### config.mk
export PLATFORM = sky130hd
export DESIGN_NAME = fp_issue_sched
export DESIGN_NICKNAME = d
export VERILOG_FILES = /design/src/rtl/fp_issue_sched_pkg.sv /design/src/rtl/fp_wb_rsv.sv /design/src/rtl/fp_issue_sched.sv
export SDC_FILE = /design/constraint.sdc
export NUM_CORES = 1
export LEC_CHECK = 0
export BUFFER_PORTS_ARGS = -buffer_cell sky130_fd_sc_hd__buf_4
export CAP_MARGIN = 0
export CORE_MARGIN = 3
export CORE_UTILIZATION = 45
export DETAILED_ROUTE_END_ITERATION = 6
export GPL_ROUTABILITY_DRIVEN = 0
export PLACE_DENSITY_LB_ADDON = 0.05
export SETUP_SLACK_MARGIN = 0.05
export SYNTH_ARGS = -nofsm -noshare
export SYNTH_HDL_FRONTEND = slang
export SYNTH_HIERARCHICAL = 1
export SYNTH_SLANG_ARGS = --single-unit
### constraint.sdc
create_clock -name clk -period 2.58 [get_ports clk]
set_clock_uncertainty 0.05 [all_clocks]
set_input_delay 0 -clock clk [delete_from_list [all_inputs] [get_ports clk]]
set_output_delay 0 -clock clk [all_outputs]
set_load 0.05 [all_outputs]
### src/rtl/fp_issue_sched_pkg.sv
// Shared FP issue types: decoded op packet, writeback mux select, divide sequencing state.
package fp_issue_sched_pkg;

   typedef struct packed {
      logic fp_add;
      logic fp_mul;
      logic fp_div;
   } fp_pkt_t;

   typedef enum logic [1:0] {
      FPWB_ADD = 2'b00,
      FPWB_MUL = 2'b01,
      FPWB_DIV = 2'b10
   } wb_sel_t;

   typedef enum logic [1:0] {
      IDLE,
      RUN,
      HOLD
   } div_state_t;

   function automatic logic is_onehot(input fp_pkt_t p);
      return (p == 3'b100) || (p == 3'b010) || (p == 3'b001);
   endfunction

endpackage

### src/rtl/fp_wb_rsv.sv
// Writeback reservation shift register: slot i holds a result due i cycles from now.
module fp_wb_rsv
   import fp_issue_sched_pkg::*;
#(
   parameter int unsigned DEPTH = 8
) (
   input  logic                     clk,
   input  logic                     rst,
   input  logic                     clr,
   input  logic                     set_en,
   input  logic [$clog2(DEPTH)-1:0] set_idx,
   input  logic [4:0]               set_rd,
   input  wb_sel_t                  set_sel,
   output logic [DEPTH-1:0]         rsv,
   output logic [4:0]               rd0,
   output wb_sel_t                  sel0
);

   logic [DEPTH-1:0] rsv_q, rsv_d;
   logic [4:0]       rd_q  [DEPTH];
   logic [4:0]       rd_d  [DEPTH];
   wb_sel_t          sel_q [DEPTH];
   wb_sel_t          sel_d [DEPTH];

   always_comb begin
      rsv_d = {1'b0, rsv_q[DEPTH-1:1]};
      for (int unsigned i = 0; i < DEPTH - 1; i++) begin
         rd_d[i]  = rd_q[i+1];
         sel_d[i] = sel_q[i+1];
      end
      rd_d[DEPTH-1]  = '0;
      sel_d[DEPTH-1] = FPWB_ADD;
      // set_idx addresses the post-shift image, so shift and new reservation land together
      if (clr) begin
         rsv_d = '0;
      end else if (set_en) begin
         rsv_d[set_idx] = 1'b1;
         rd_d[set_idx]  = set_rd;
         sel_d[set_idx] = set_sel;
      end
   end

   always_ff @(posedge clk or posedge rst) begin
      if (rst) begin
         rsv_q <= '0;
         for (int unsigned i = 0; i < DEPTH; i++) begin
            rd_q[i]  <= '0;
            sel_q[i] <= FPWB_ADD;
         end
      end else begin
         rsv_q <= rsv_d;
         rd_q  <= rd_d;
         sel_q <= sel_d;
      end
   end

   assign rsv  = rsv_q;
   assign rd0  = rd_q[0];
   assign sel0 = sel_q[0];

endmodule

### src/rtl/fp_issue_sched.sv
// FP issue/writeback scheduler: starts add/mul/div units and keeps the single
// writeback port collision-free via slot reservations and a divide hold state.
module fp_issue_sched
   import fp_issue_sched_pkg::*;
#(
   parameter int unsigned ADD_LAT   = 3,
   parameter int unsigned MUL_LAT   = 4,
   parameter int unsigned RSV_DEPTH = 8
) (
   input  logic       clk,
   input  logic       rst,
   input  logic       issue_valid,
   input  fp_pkt_t    issue_pkt,
   input  logic [4:0] issue_rd,
   output logic       issue_ready,
   input  logic       flush,
   output logic       add_start,
   output logic       mul_start,
   output logic       div_start,
   output logic       div_kill,
   input  logic       div_done,
   output logic       wb_valid,
   output logic [4:0] wb_rd,
   output wb_sel_t    wb_sel,
   output logic       illegal,
   output logic       busy
);

   localparam int unsigned IW = $clog2(RSV_DEPTH);

   logic [RSV_DEPTH-1:0] rsv;
   logic [4:0]           rd0;
   wb_sel_t              sel0;
   div_state_t           state_q, state_d;
   logic [4:0]           div_rd_q, div_rd_d;
   logic                 onehot, fire, set_en;
   logic [IW-1:0]        set_idx;
   wb_sel_t              set_sel;

   always_comb begin
      onehot      = is_onehot(issue_pkt);
      issue_ready = 1'b0;
      // HOLD blocks all issue so the pending divide result drains within MUL_LAT+1 cycles
      if (!flush && state_q != HOLD) begin
         if (!onehot)                issue_ready = 1'b1;
         else if (issue_pkt.fp_add)  issue_ready = ~rsv[ADD_LAT];
         else if (issue_pkt.fp_mul)  issue_ready = ~rsv[MUL_LAT];
         else                        issue_ready = (state_q == IDLE);
      end

      fire      = issue_valid & issue_ready;
      illegal   = fire & ~onehot;
      add_start = fire & onehot & issue_pkt.fp_add;
      mul_start = fire & onehot & issue_pkt.fp_mul;
      div_start = fire & onehot & issue_pkt.fp_div;

      set_en  = add_start | mul_start;
      set_idx = add_start ? IW'(ADD_LAT - 1) : IW'(MUL_LAT - 1);
      set_sel = add_start ? FPWB_ADD : FPWB_MUL;

      state_d  = state_q;
      div_rd_d = div_rd_q;
      div_kill = flush & (state_q != IDLE);
      wb_valid = rsv[0];
      wb_rd    = rd0;
      wb_sel   = sel0;

      case (state_q)
         IDLE: if (div_start) begin
            state_d  = RUN;
            div_rd_d = issue_rd;
         end
         RUN:  if (div_done) state_d = HOLD;
         HOLD: if (!rsv[0]) begin
            wb_valid = 1'b1;
            wb_rd    = div_rd_q;
            wb_sel   = FPWB_DIV;
            state_d  = IDLE;
         end
         default: state_d = IDLE;
      endcase

      if (flush) begin
         state_d  = IDLE;
         wb_valid = 1'b0;
      end

      busy = (|rsv) | (state_q != IDLE);
   end

   always_ff @(posedge clk or posedge rst) begin
      if (rst) begin
         state_q  <= IDLE;
         div_rd_q <= '0;
      end else begin
         state_q  <= state_d;
         div_rd_q <= div_rd_d;
      end
   end

   fp_wb_rsv #(.DEPTH(RSV_DEPTH)) u_rsv (
      .clk     (clk),
      .rst     (rst),
      .clr     (flush),
      .set_en  (set_en),
      .set_idx (set_idx),
      .set_rd  (issue_rd),
      .set_sel (set_sel),
      .rsv     (rsv),
      .rd0     (rd0),
      .sel0    (sel0)
   );

endmodule

Yosys cells after proc, flatten, opt, wreduce, memory -nomap -nowiden --
Cells that the tools add are included.
Cells by class: multiply operators 0, bitwise logic cells 14, shift operators 0, div/mod/pow operators 0, eq/ne operators 9, add/subtract/negate cells 0, multiplexer cells 31, reduce and logical (&&, ||, !) cells 11, $lt $le $gt $ge 4
Operators with widths (count):
- $mux W40 | 2
- $bwmux W40 | 1
- $mux W16 | 2
- $bwmux W16 | 1
- $mux W8 | 2
- $demux W5 S3 | 1
- $mux W5 | 3
- $mux W2 | 7
- $mux W1 | 9
- $ne A3 B3 Y1 const B | 3
- $or A7 B8 Y8 | 1
- $reduce_or A8 Y1 | 1
- $and A1 B1 Y1 | 7
- $demux W2 S3 | 1
- $pmux W2 S3 | 1
- $ge A4 B4 Y1 const B | 1
- $lt A2 B4 Y1 const B | 1
- $lt A4 B1 Y1 const B | 1
- $not A2 Y4 | 1
- $demux W1 S3 | 1
- $eq A3 B1 Y1 const B | 1
- $eq A3 B2 Y1 const B | 1
- $eq A3 B3 Y1 const B | 1
- $logic_and A1 B1 Y1 | 3
- 12 further kinds | 16
Storage, ports and cells: flip-flop bits (word level) 71, word-level logic and storage cells 88, bits in read-only memories 0, bits in latches 0, memories 0, bits in writable memories 0

Longest topological paths before layout --
Gate-level depths: netlist of the first run.
depth in word-level cells 17, gate-level depth with buffers 7, depth with buffers taken out 6

Hierarchy --
Netlist of the first run, hierarchy kept.
Modules (own cells, without submodules):
- fp_wb_rsv | area each 2466.1 um^2, cells an instance 159, instances 1
- fp_issue_sched | area each 548.0 um^2, cells an instance 60, instances 1

Worst setup path before layout of the first run --
OpenSTA, ideal clock, no wires.
path kind reg2reg, from register state_q[1], to register u_rsv/rd_q[20] in the netlist's numbering, required time 2.405 ns, cell stages (with the launch flop) 8, path slack 0.283 ns, arrival 2.122 ns, path buffers 1, clock period less this slack 2.297 ns, cell sequence dfrtp_1 -> nor2b_2 -> or4b_4 -> a21oi_1 -> nand3_1 -> or3_1 -> buf_2 -> mux2_2
RTL lines:
- start: declaration | line fp_issue_sched.sv:34 | div_state_t state_q, state_d;
- start signal: assignment | line fp_issue_sched.sv:96 | state_q <= state_d;
- end signal: assignment | line fp_wb_rsv.sv:52 | rd_q <= rd_d;
- end: declaration | line fp_wb_rsv.sv:20 | logic [4:0] rd_q [DEPTH];

==> results of run 1 <==
## where the power goes
part           switching, mW  internal [mW]  total, mW
Sequential            0.0110           1.14       1.15
Combinational         0.0866         0.0643      0.151
Clock                  0.388          0.540      0.928
Total                  0.485           1.74       2.23
## kinds of logic (layout without fill, tap and decap cells)
logic type      after synthesis  count (layout)  synth area share (%)
flops                        71              71                  58.9
other cells                   2              19                 0.249
compound gates               14              14                  2.91
xor+xnor                      1               1                 0.291
buf+inv                      22              67                  4.23
simple gates                 50              50                  10.5
mux                          59              59                  22.9
## Yosys cell counts, drive strengths merged
library cell	count
a31oi	1
nor3	1
mux2	59
or2	2
a21oi	1
buf	12
or3b	1
nor4	2
or4b	1
o21ai	7
o31a	1
nor2b	4
nand4b	2
inv	9
nor4bb	1
nand2	6
nor3b	3
and2b	1
or4	1
nand2b	1
xor2	1
conb	2
a2bb2oi	1
and4b	1
dfrtp	71
a21o	2
nor2	12
or3	1
a2111oi	1
nand3	2
clkbuf	1
and2	7
and3	1
## area by class of cell
type	count	area share [%]
sequential	71	48.8
multi-input combinational	143	32.2
timing repair buffer	43	9.56
clock buffer	10	3.51
tap	77	2.65
clock inverter	5	2.30
inverter	9	0.928
## worst max-delay path, cell delays in order (launching register included)
cell and delay, ns:
dfrtp_1 0.40, nor2b_2 0.16, or4b_4 0.50, a21oi_1 0.20
nand3_1 0.13, or3_1 0.47, mux2_2 0.32
## timing repair
| action | 4_1_cts | 5_1_grt |
|---|---|---|
| setup endpoints to repair | 0 | 0 |
| hold buffers | 10 | 0 |
| endpoints found under the hold margin | 58 | 0 |
## flip-flops by register name (all words and copies together) (netlist names)
register     flops
div_rd_q         5
u_rsv/sel_q     14
u_rsv/rd_q      35
u_rsv/rsv        8
u_rsv/rd0        5
state_q          2
u_rsv/sel0       2
## worst max-delay path by stage
stage	from	endpoint	slack [ns]	cells after the start
5_1_grt	state_q[1]	u_rsv/sel_q[9]	0.08	6
3_3_place_gp	state_q[1]	u_rsv/rd_q[24]	0.30	6
6_report	state_q[1]	u_rsv/rd_q[20]	0.23	6
2_1_floorplan	state_q[1]	u_rsv/rd_q[20]	0.28	7
3_5_place_dp	state_q[1]	u_rsv/rd_q[20]	0.21	6
4_1_cts	state_q[1]	u_rsv/rd_q[20]	0.20	6
## placed cells by master (no fill, tap or decap), drive strengths merged, types with 2 or more instances in the layout
cell type    count
conb            19
nand2            6
a21o             2
dlygate4sd3     10
clkinvlp         2
buf             33
or2              2
nor2b            4
dfrtp           71
bufinv           2
o21ai            7
mux2            59
nor2            12
clkbuf          10
nor4             2
nor3b            3
nand3            2
nand4b           2
inv              9
and2             7
## layer usage
layer	routed length, um	share of wire (%)
met3	235	4.9
met1	2230	46
met2	2260	47
met4	78	1.6
met5	0	0
## per-stage QoR
step                hold WS, ns  util [%]
finish                    0.107      56.7
global route             0.0951      56.7
CTS                      0.0909      56.7
detailed placement      -0.0855      51.8
global placement        -0.0812      51.8
floorplan                -0.247         -
==> out/qor.txt, run 1 <==
FINISH
--------------------------------------------------------------------------------------
Final Instance Area                                                         3640 sq um
Final std cells w/o fill                                                           358
Fraction of final layout cells with drive strength greater than 1                40.9%
Inserted Diodes                                                                      0
Sequential cell area                                                        1780 sq um
Filler cell count in the final layout                                              568
Area growth from synthesis to final layout                                       20.8%
Multi-input gate area in the final layout                                   1170 sq um
Nets                                                                               290

TIMING
--------------------------------------------------------------------------------------
Actual transition at the worst max-transition pin                             0.612 ns
Count of endpoints failing setup in the final report                                 0
Top achievable clock speed                                                     425 MHz
Period utilisation layout                                                        91.2%
Setup repair after global routing missed its margin                                 no
Final WS setup                                                                0.227 ns
Final hold violation count                                                           0
Max-slew violation total from the final report                                       0
Setup TNS after final layout                                                      0 ns
Tmin final                                                                     2.35 ns
Relative max-transition margin                                                   59.0%

CLOCKING
--------------------------------------------------------------------------------------
Buffer count from post-CTS setup fixing                                              0
Number of sinks handled by clock tree synthesis                                     71
# resized after CTS                                                                  0
Max H-tree Level                                                                     3
Clock buffers created by TritonCTS                                                   9
Clock latency on the worst-skew pair                                           0.34 ns
Clk root buf                                                                  clkbuf_8
TritonCTS clock tree                                                               yes
Clock slew at the register clock pins of the worst setup and hold paths        0.07 ns
Deepest clock path buffer count                                                      2

PLACED DESIGN
--------------------------------------------------------------------------------------
Post-DP Area                                                                3330 sq um
HPWL reported at the end of detailed placement                                 3.40 mm
Cells after DPL                                                                    333
IO Port Bufs                                                                        27
Minimum setup slack after placement                                           0.208 ns

SETUP PATH
--------------------------------------------------------------------------------------
Setup crit end kind                                                          flip-flop
Reg2reg setup slack                                                            0.23 ns
Reg-to-Reg End                                                            u_rsv/rd_q[20]
Startpoint-to-endpoint class of the critical path                              reg2reg
Data required time of the worst path                                           2.75 ns
Largest fanout on the critical path                                                  8
Number of cells on the worst reg-to-reg path                                         6
Startpoint of the worst-slack reg-to-reg timing path                        state_q[1]
Kind of start point of the critical path                                     flip-flop
Data arrival time at the worst-slack endpoint                                  2.53 ns

SYNTHESIS
--------------------------------------------------------------------------------------
Post-synthesis sequential element count                                             71
Area fraction of the dominant cell type after synthesis                          58.9%
Number of distinct standard cells referenced by the synthesized netlist             40
Total standard cell area after synthesis                                    3010 sq um
Count of warnings emitted by yosys                                                   6
Number of instances in the synthesized netlist                                     219
Post-synth top area cell                                                       dfrtp_1
Part of the Yosys area used for sequential elements                              58.9%
Post-synthesis average cell area                                            13.8 sq um
Ranking of synthesized cells by area                                      dfrtp_1 (59%), mux2_2 (19%), mux2_4 (3.5%), buf_4 (1.7%), nor2_1 (1.5%)

GRT
--------------------------------------------------------------------------------------
Tot GR Track Use                                                                 14.6%
Met2 routing resource usage after global routing                                 22.1%
Pin count of the biggest net entering global routing                                30
GRT busiest layer                                                                 met2
Met3 Use GR                                                                      6.96%
Grt ovf                                                                              0
GR Util met1                                                                     18.2%
Wire length of the first global-routing pass                                   8.34 mm
Number of global-route vias before repair                                         1716
Antenna violations before repair                                                     0

POWER
--------------------------------------------------------------------------------------
Total design power                                                             2.23 mW
Power density over the cells                                               613 nW/um^2
Worst vdd rail ir drop                                                          352 uV
LEAKAGE                                                                        1.91 nW

ROUTING
--------------------------------------------------------------------------------------
Antenna viol nets, final                                                             0
Drt drc                                                                              0
Mean number of vias per cell                                                      4.83
Wire length per cell                                                           13.4 um
Number of iterations in the first detailed-routing pass                              4
Overall routed net length                                                      4.80 mm
Initial detailed-routing violation count                                            67
Vias                                                                              1729

DIE
--------------------------------------------------------------------------------------
Starting density of the core                                                     46.9%
Number of placement rows                                                            29
Die extent in x                                                                87.8 um
Number of primary I/O pins                                                          28
Total Die Area                                                              7720 sq um
Core area                                                                   6420 sq um
Die height                                                                     87.8 um

RUN
--------------------------------------------------------------------------------------
Number of violations of the max-capacitance limit                                    0

MIN PATH
--------------------------------------------------------------------------------------
Worst min-delay path category                                                 in2async

RUN STATUS
--------------------------------------------------------------------------------------
Result of the run                                                            completed

(Power assumes the default switching activity.)
==> run 2, diff against run 1 <==
Settings changed: CORE_MARGIN 3 to default.
==> run 2 against run 1 <==
The flow now finishes with violations (design-rule violations). Final cell count decreased by 0.28%. Sequential power about the same. Non-clock buffer count fell by 1. First-iteration DRC count is 25% lower. Hold slack improved by 0.017 ns. Via count up 1.1%. Total power is 8.5% lower. Wire length down 2.0%. Maximum frequency grew 2.6%. Sequential share of layout area grew 0.68 points. Final area fell by 1.4%. Clock power is 20% lower.
==> out/qor.txt, run 2 (synthesized netlist as in run 1, its figures left out) <==
ROUTING
--------------------------------------------------------------------------------------
Drt drc                                                                              6   +6
Initial detailed-routing violation count                                            50   -25%
Overall routed net length                                                      4.71 mm   -2.0%
Mean number of vias per cell                                                      4.90   +1.4%
Antenna viol nets, final                                                             0   unchanged
Number of iterations in the first detailed-routing pass                              6   +2
Wire length per cell                                                           13.2 um   -1.7%
Vias                                                                              1748   +1.1%

FINISH
--------------------------------------------------------------------------------------
Nets                                                                               289   -0.34%
Most frequent standard cell in the layout excluding fill and tap cells         dfrtp_1
Final design utilization                                                         55.9%   -0.78 points
Inserted Diodes                                                                      0   unchanged
Largest register FFs                                                                35   unchanged
Commonest non-fill, non-tap cells in the layout                           dfrtp_1 (71), mux2_2 (52), buf_4 (32), conb_1 (19), nor2_1 (12)
Fraction of final layout cells with drive strength greater than 1                41.1%   +0.15 points
Filler cell count in the final layout                                              551   -3.0%
Top reg by flops                                                            u_rsv/rd_q
Area growth from synthesis to final layout                                       19.1%

RUN
--------------------------------------------------------------------------------------
Number of violations of the max-capacitance limit                                    0   unchanged

POWER
--------------------------------------------------------------------------------------
Internal power                                                                 1.57 mW   -10%
Clk network pwr share                                                            36.2%   -5.4 points
Proportion of total power due to net switching                                   23.0%   +1.3 points
Worst vdd rail ir drop                                                          451 uV   +28%
LEAKAGE                                                                        1.89 nW   -1.0%
Power density over the cells                                               568 nW/um^2   -7.2%
Net switching power                                                             470 uW   -3.1%
Sequential share of power                                                        56.4%   +4.8 points
Power share of the combinational group                                            7.4%   +0.6 points

CLOCKING
--------------------------------------------------------------------------------------
Buffer count from post-CTS setup fixing                                              0   unchanged
TritonCTS clock tree                                                               yes
Clock buffers created by TritonCTS                                                   9   unchanged
Clk root buf                                                                  clkbuf_8
Max H-tree Level                                                                     3   unchanged
Clock slew at the register clock pins of the worst setup and hold paths        0.07 ns   about the same
Deepest clock path buffer count                                                      2   unchanged
Clock latency on the worst-skew pair                                           0.33 ns   about the same
Number of sinks handled by clock tree synthesis                                     71   unchanged

GRT
--------------------------------------------------------------------------------------
Pin count of the biggest net entering global routing                                32   +6.7%
Number of global-route vias before repair                                         1718   +0.12%
Antenna violations before repair                                                     0   unchanged
Wire length of the first global-routing pass                                   8.30 mm   -0.50%
Grt ovf                                                                              0   unchanged
Tot GR Track Use                                                                 15.3%   +0.67 points

DIE
--------------------------------------------------------------------------------------
Number of primary I/O pins                                                          28   unchanged
Starting density of the core                                                     46.9%   unchanged
Total Die Area                                                              7030 sq um   -8.9%
Core area                                                                   6420 sq um   unchanged
Number of placement rows                                                            29   unchanged
Die height                                                                     83.8 um   -4.6%
Die extent in x                                                                83.8 um   -4.6%

SETUP PATH
--------------------------------------------------------------------------------------
Highest cell delay on the worst timing path                                    0.51 ns   about the same
Slowest library cell on the worst path                                          or4b_4
Startpoint of the worst-slack reg-to-reg timing path                        state_q[1]
Reg-to-Reg End                                                            u_rsv/rd_q[21]
Kind of start point of the critical path                                     flip-flop
Critical Path Start                                                         state_q[1]
Data required time of the worst path                                           2.75 ns   about the same
Setup crit end kind                                                          flip-flop
Reg2reg setup slack                                                            0.29 ns   +0.06 ns
Crit-path cells                                                           nor2b_2 -> or4b_4 -> a21oi_1 -> nand3_1 -> or3_4 -> mux2_2
Number of cells on the worst reg-to-reg path                                         6   unchanged
Data arrival time at the worst-slack endpoint                                  2.46 ns   -0.07 ns
Startpoint-to-endpoint class of the critical path                              reg2reg
Largest fanout on the critical path                                                  8   unchanged

TIMING
--------------------------------------------------------------------------------------
Relative max-transition margin                                                   56.9%   -2.0 points
Final hold violation count                                                           0   unchanged
Top achievable clock speed                                                     436 MHz   +2.6%
Count of endpoints failing setup in the final report                                 0   unchanged
Period utilisation layout                                                        88.9%   -2.3 points
Tmin final                                                                     2.29 ns   -0.0598 ns
Setup repair after global routing missed its margin                                 no
Max-slew violation total from the final report                                       0   unchanged
Setup TNS after final layout                                                      0 ns   unchanged
Final WS setup                                                                0.287 ns   +0.0598 ns
Actual transition at the worst max-transition pin                             0.645 ns   +0.0327 ns

PLACED DESIGN
--------------------------------------------------------------------------------------
HPWL reported at the end of detailed placement                                 3.35 mm   -1.3%
Minimum setup slack after placement                                           0.188 ns   -0.0195 ns
IO Port Bufs                                                                        27   unchanged

RUN STATUS
--------------------------------------------------------------------------------------
Result of the run                                                         complete, but fails checks
Failing checks                                                            design-rule violations

MIN PATH
--------------------------------------------------------------------------------------
Worst min-delay path category                                                 in2async

## run 2: layer usage
metal,vias to the layer above,wire length [um],global-route usage [%]
met4,0,51,4.70
met1,861,2150,19.8
met3,7,203,5.64
met2,34,2300,24.0
li1,846,-,-
met5,-,0,0
## run 2: critical path, delay by kind of cell, from the launching register on
family | cells | cell delay, ns
and+or+nand+nor | 4 | 1.25
DFF | 1 | 0.41
muxes | 1 | 0.29
AOI/OAI and AO/OA | 1 | 0.19
## run 2: stage by stage
| stage | hold WS (ns) | std cells | total power [mW] | cell area, sq um |
|---|---|---|---|---|
| 2_1_floorplan | -0.247 | 236 | 1.26 | 3080 |
| 3_3_place_gp | -0.0848 | 332 | 1.31 | 3320 |
| 3_5_place_dp | -0.0829 | 332 | 1.32 | 3320 |
| 4_1_cts | 0.113 | 357 | 2.08 | 3580 |
| 5_1_grt | 0.141 | 357 | 2.15 | 3590 |
| 6_report | 0.124 | 357 | 2.04 | 3590 |
## run 2: repair_timing
item | CTS | global route
endpoints found under the setup margin | 0 | 1
hold endpoints to repair | 58 | 0
hold buffers | 10 | 0
resized for setup | 0 | 1
## run 2: power groups by stage
stage	Clock [mW]	Combinational, mW	Sequential [mW]
floorplan	0	0.0947	1.17
global placement	0	0.140	1.17
detailed placement	0	0.143	1.17
CTS	0.773	0.155	1.15
global route	0.828	0.170	1.15
finish	0.738	0.152	1.15
## run 2: area by class of cell
| type | instances | area, sq um | share of cell area, % |
|---|---|---|---|
| sequential | 71 | 1780 | 49.5 |
| multi-input combinational | 143 | 1180 | 32.8 |
| timing repair buffer | 42 | 340 | 9.48 |
| clock buffer | 11 | 141 | 3.94 |
| tap | 77 | 96.3 | 2.68 |
| inverter | 9 | 33.8 | 0.941 |
| clock inverter | 4 | 22.5 | 0.627 |
## run 2: worst max-delay path by stage
stage,end,slack [ns],depth (start not counted)
global route,u_rsv/sel_q[9],0.16,6
finish,u_rsv/rd_q[21],0.29,6
detailed placement,u_rsv/rd_q[21],0.19,6
CTS,u_rsv/rd_q[21],0.18,6
floorplan,u_rsv/rd_q[20],0.28,7
global placement,u_rsv/rd_q[20],0.27,6
==> run 3, diff against run 2 <==
Settings changed: RECOVER_POWER from default to 25.
==> run 3 against run 2 <==
The run still ends with design-rule violations left. Combinational power about the same. Sequential share of layout area rose by 0.42 points. Clock-buffer cell count unchanged. Highest routed layer unchanged.
==> out/qor.txt, run 3 (synthesized netlist as in run 1, its figures left out) <==
RUN STATUS
--------------------------------------------------------------------------------------
Result of the run                                                         complete, but fails checks
Failing checks                                                            design-rule violations

PLACED DESIGN
--------------------------------------------------------------------------------------
HPWL reported at the end of detailed placement                                 3.35 mm   unchanged
Cells after DPL                                                                    332   unchanged
IO Port Bufs                                                                        27   unchanged

RUN
--------------------------------------------------------------------------------------
Number of violations of the max-capacitance limit                                    0   unchanged

SETUP PATH
--------------------------------------------------------------------------------------
Startpoint-to-endpoint class of the critical path                              reg2reg
Data required time of the worst path                                           2.75 ns   about the same
Data arrival time at the worst-slack endpoint                                  2.46 ns   about the same
Setup crit end kind                                                          flip-flop
Kind of start point of the critical path                                     flip-flop
Largest fanout on the critical path                                                  8   unchanged

POWER
--------------------------------------------------------------------------------------
LEAKAGE                                                                        1.86 nW   -1.2%
Power share of the combinational group                                            7.3%   about the same
Sequential share of power                                                        56.5%   about the same
Worst vdd rail ir drop                                                          451 uV   about the same
Internal power                                                                 1.57 mW   -0.13%
Power density over the cells                                               572 nW/um^2   +0.69%
Proportion of total power due to net switching                                   23.0%   about the same
Net switching power                                                             469 uW   -0.22%
Clk network pwr share                                                            36.2%   about the same

ROUTING
--------------------------------------------------------------------------------------
Number of iterations in the first detailed-routing pass                              6   unchanged
Mean number of vias per cell                                                      4.85   -0.97%
Overall routed net length                                                      4.72 mm   +0.32%
Initial detailed-routing violation count                                            68   +36%
Antenna viol nets, final                                                             0   unchanged
Wire length per cell                                                           13.2 um   +0.32%
Drt drc                                                                              6   unchanged
Vias                                                                              1731   -0.97%

GRT
--------------------------------------------------------------------------------------
Grt ovf                                                                              0   unchanged
Tot GR Track Use                                                                 15.3%   unchanged
Pin count of the biggest net entering global routing                                32   unchanged
Wire length of the first global-routing pass                                   8.30 mm   unchanged
Antenna violations before repair                                                     0   unchanged
Number of global-route vias before repair                                         1718   unchanged

TIMING
--------------------------------------------------------------------------------------
Max-slew violation total from the final report                                       0   unchanged
Period utilisation layout                                                        88.8%   about the same
Count of endpoints failing setup in the final report                                 0   unchanged
Setup TNS after final layout                                                      0 ns   unchanged
Setup repair after global routing missed its margin                                 no
Actual transition at the worst max-transition pin                             0.644 ns   -0.00144 ns
Relative max-transition margin                                                   57.0%   +0.096 points
Final hold violation count                                                           0   unchanged
Tmin final                                                                     2.29 ns   -0.00130 ns
Top achievable clock speed                                                     436 MHz   about the same

DIE
--------------------------------------------------------------------------------------
Die extent in x                                                                83.8 um   unchanged
Starting density of the core                                                     46.9%   unchanged
Core area                                                                   6420 sq um   unchanged
Die height                                                                     83.8 um   unchanged
Number of primary I/O pins                                                          28   unchanged
Total Die Area                                                              7030 sq um   unchanged
Number of placement rows                                                            29   unchanged

CLOCKING
--------------------------------------------------------------------------------------
Clock slew at the register clock pins of the worst setup and hold paths        0.07 ns   about the same
Clock latency on the worst-skew pair                                           0.33 ns   about the same
Max H-tree Level                                                                     3   unchanged
Clock buffers created by TritonCTS                                                   9   unchanged
Deepest clock path buffer count                                                      2   unchanged
Buffer count from post-CTS setup fixing                                              0   unchanged
TritonCTS clock tree                                                               yes
Clk root buf                                                                  clkbuf_8
Number of sinks handled by clock tree synthesis                                     71   unchanged

FINISH
--------------------------------------------------------------------------------------
Largest register FFs                                                                35   unchanged
Commonest non-fill, non-tap cells in the layout                           dfrtp_1 (71), mux2_2 (52), buf_4 (31), conb_1 (19), nor2_1 (12)
Final std cells w/o fill                                                           357   unchanged
Nets                                                                               289   unchanged
Most frequent standard cell in the layout excluding fill and tap cells         dfrtp_1
Final design utilization                                                         55.4%   -0.47 points
Inserted Diodes                                                                      0   unchanged
Area growth from synthesis to final layout                                       18.1%
Fraction of final layout cells with drive strength greater than 1                38.2%   -2.9 points
Top reg by flops                                                            u_rsv/rd_q

MIN PATH
--------------------------------------------------------------------------------------
Worst min-delay path category                                                 in2async

## run 3: final cells by class
| type | instances | area (sq um) |
|---|---|---|
| clock inverter | 4 | 22.5 |
| clock buffer | 11 | 141 |
| timing repair buffer | 42 | 337 |
| tap | 77 | 96.3 |
| inverter | 9 | 33.8 |
| fill | 559 | 2860 |
| sequential | 71 | 1780 |
| multi-input combinational | 143 | 1150 |
## run 3: metal layers
metal  vias up  GRT usage, %  part of all wire, %
li1        844             -                    -
met1       849          19.8                   47
met2        34          24.0                   49
met3         4          5.64                  3.5
met4         0          4.70                 0.68
met5         -             0                    0
## run 3: worst paths after layout
check,start,endpoint,slack [ns],depth (start not counted)
max in group asynchronous,rst,u_rsv/rd_q[3],1.52,4
setup / recovery,state_q[1],u_rsv/rd_q[21],0.29,6
hold reg to reg,u_rsv/rd_q[29],u_rsv/rd_q[34],0.42,1
hold / removal,rst,div_rd_q[3],0.10,3
setup reg to reg,state_q[1],u_rsv/rd_q[21],0.29,6
min in group clk,issue_pkt[1],div_rd_q[3],0.20,4
## run 3: critical path: stages, from the launching register on
cell and delay (ns):
dfrtp_1 0.41, nor2b_2 0.20, or4b_4 0.51, a21oi_1 0.19, nand3_1 0.13, or3_4 0.41
mux2_2 0.29
## run 3: power groups by stage
| stage | Combinational [mW] | Clock (mW) | Sequential (mW) |
|---|---|---|---|
| global route | 0.167 | 0.828 | 1.15 |
| finish | 0.149 | 0.737 | 1.15 |
| CTS | 0.155 | 0.773 | 1.15 |
| detailed placement | 0.143 | 0 | 1.17 |
| global placement | 0.140 | 0 | 1.17 |
| floorplan | 0.0947 | 0 | 1.17 |
## run 3: timing repair
item                                   CTS  global route
setup endpoints to repair                0             1
endpoints found under the hold margin   58             0
hold buffers                            10             0
resized for setup                        0             1
## run 3: metrics by stage
stage          hold slack [ns]  power [mW]  cell area, sq um  setup WS [ns]
2_1_floorplan           -0.247        1.26              3080          0.283
6_report                 0.102        2.04              3560          0.288
4_1_cts                  0.113        2.08              3580          0.175
3_5_place_dp           -0.0829        1.32              3320          0.188
5_1_grt                  0.130        2.15              3560          0.161
3_3_place_gp           -0.0848        1.31              3320          0.270
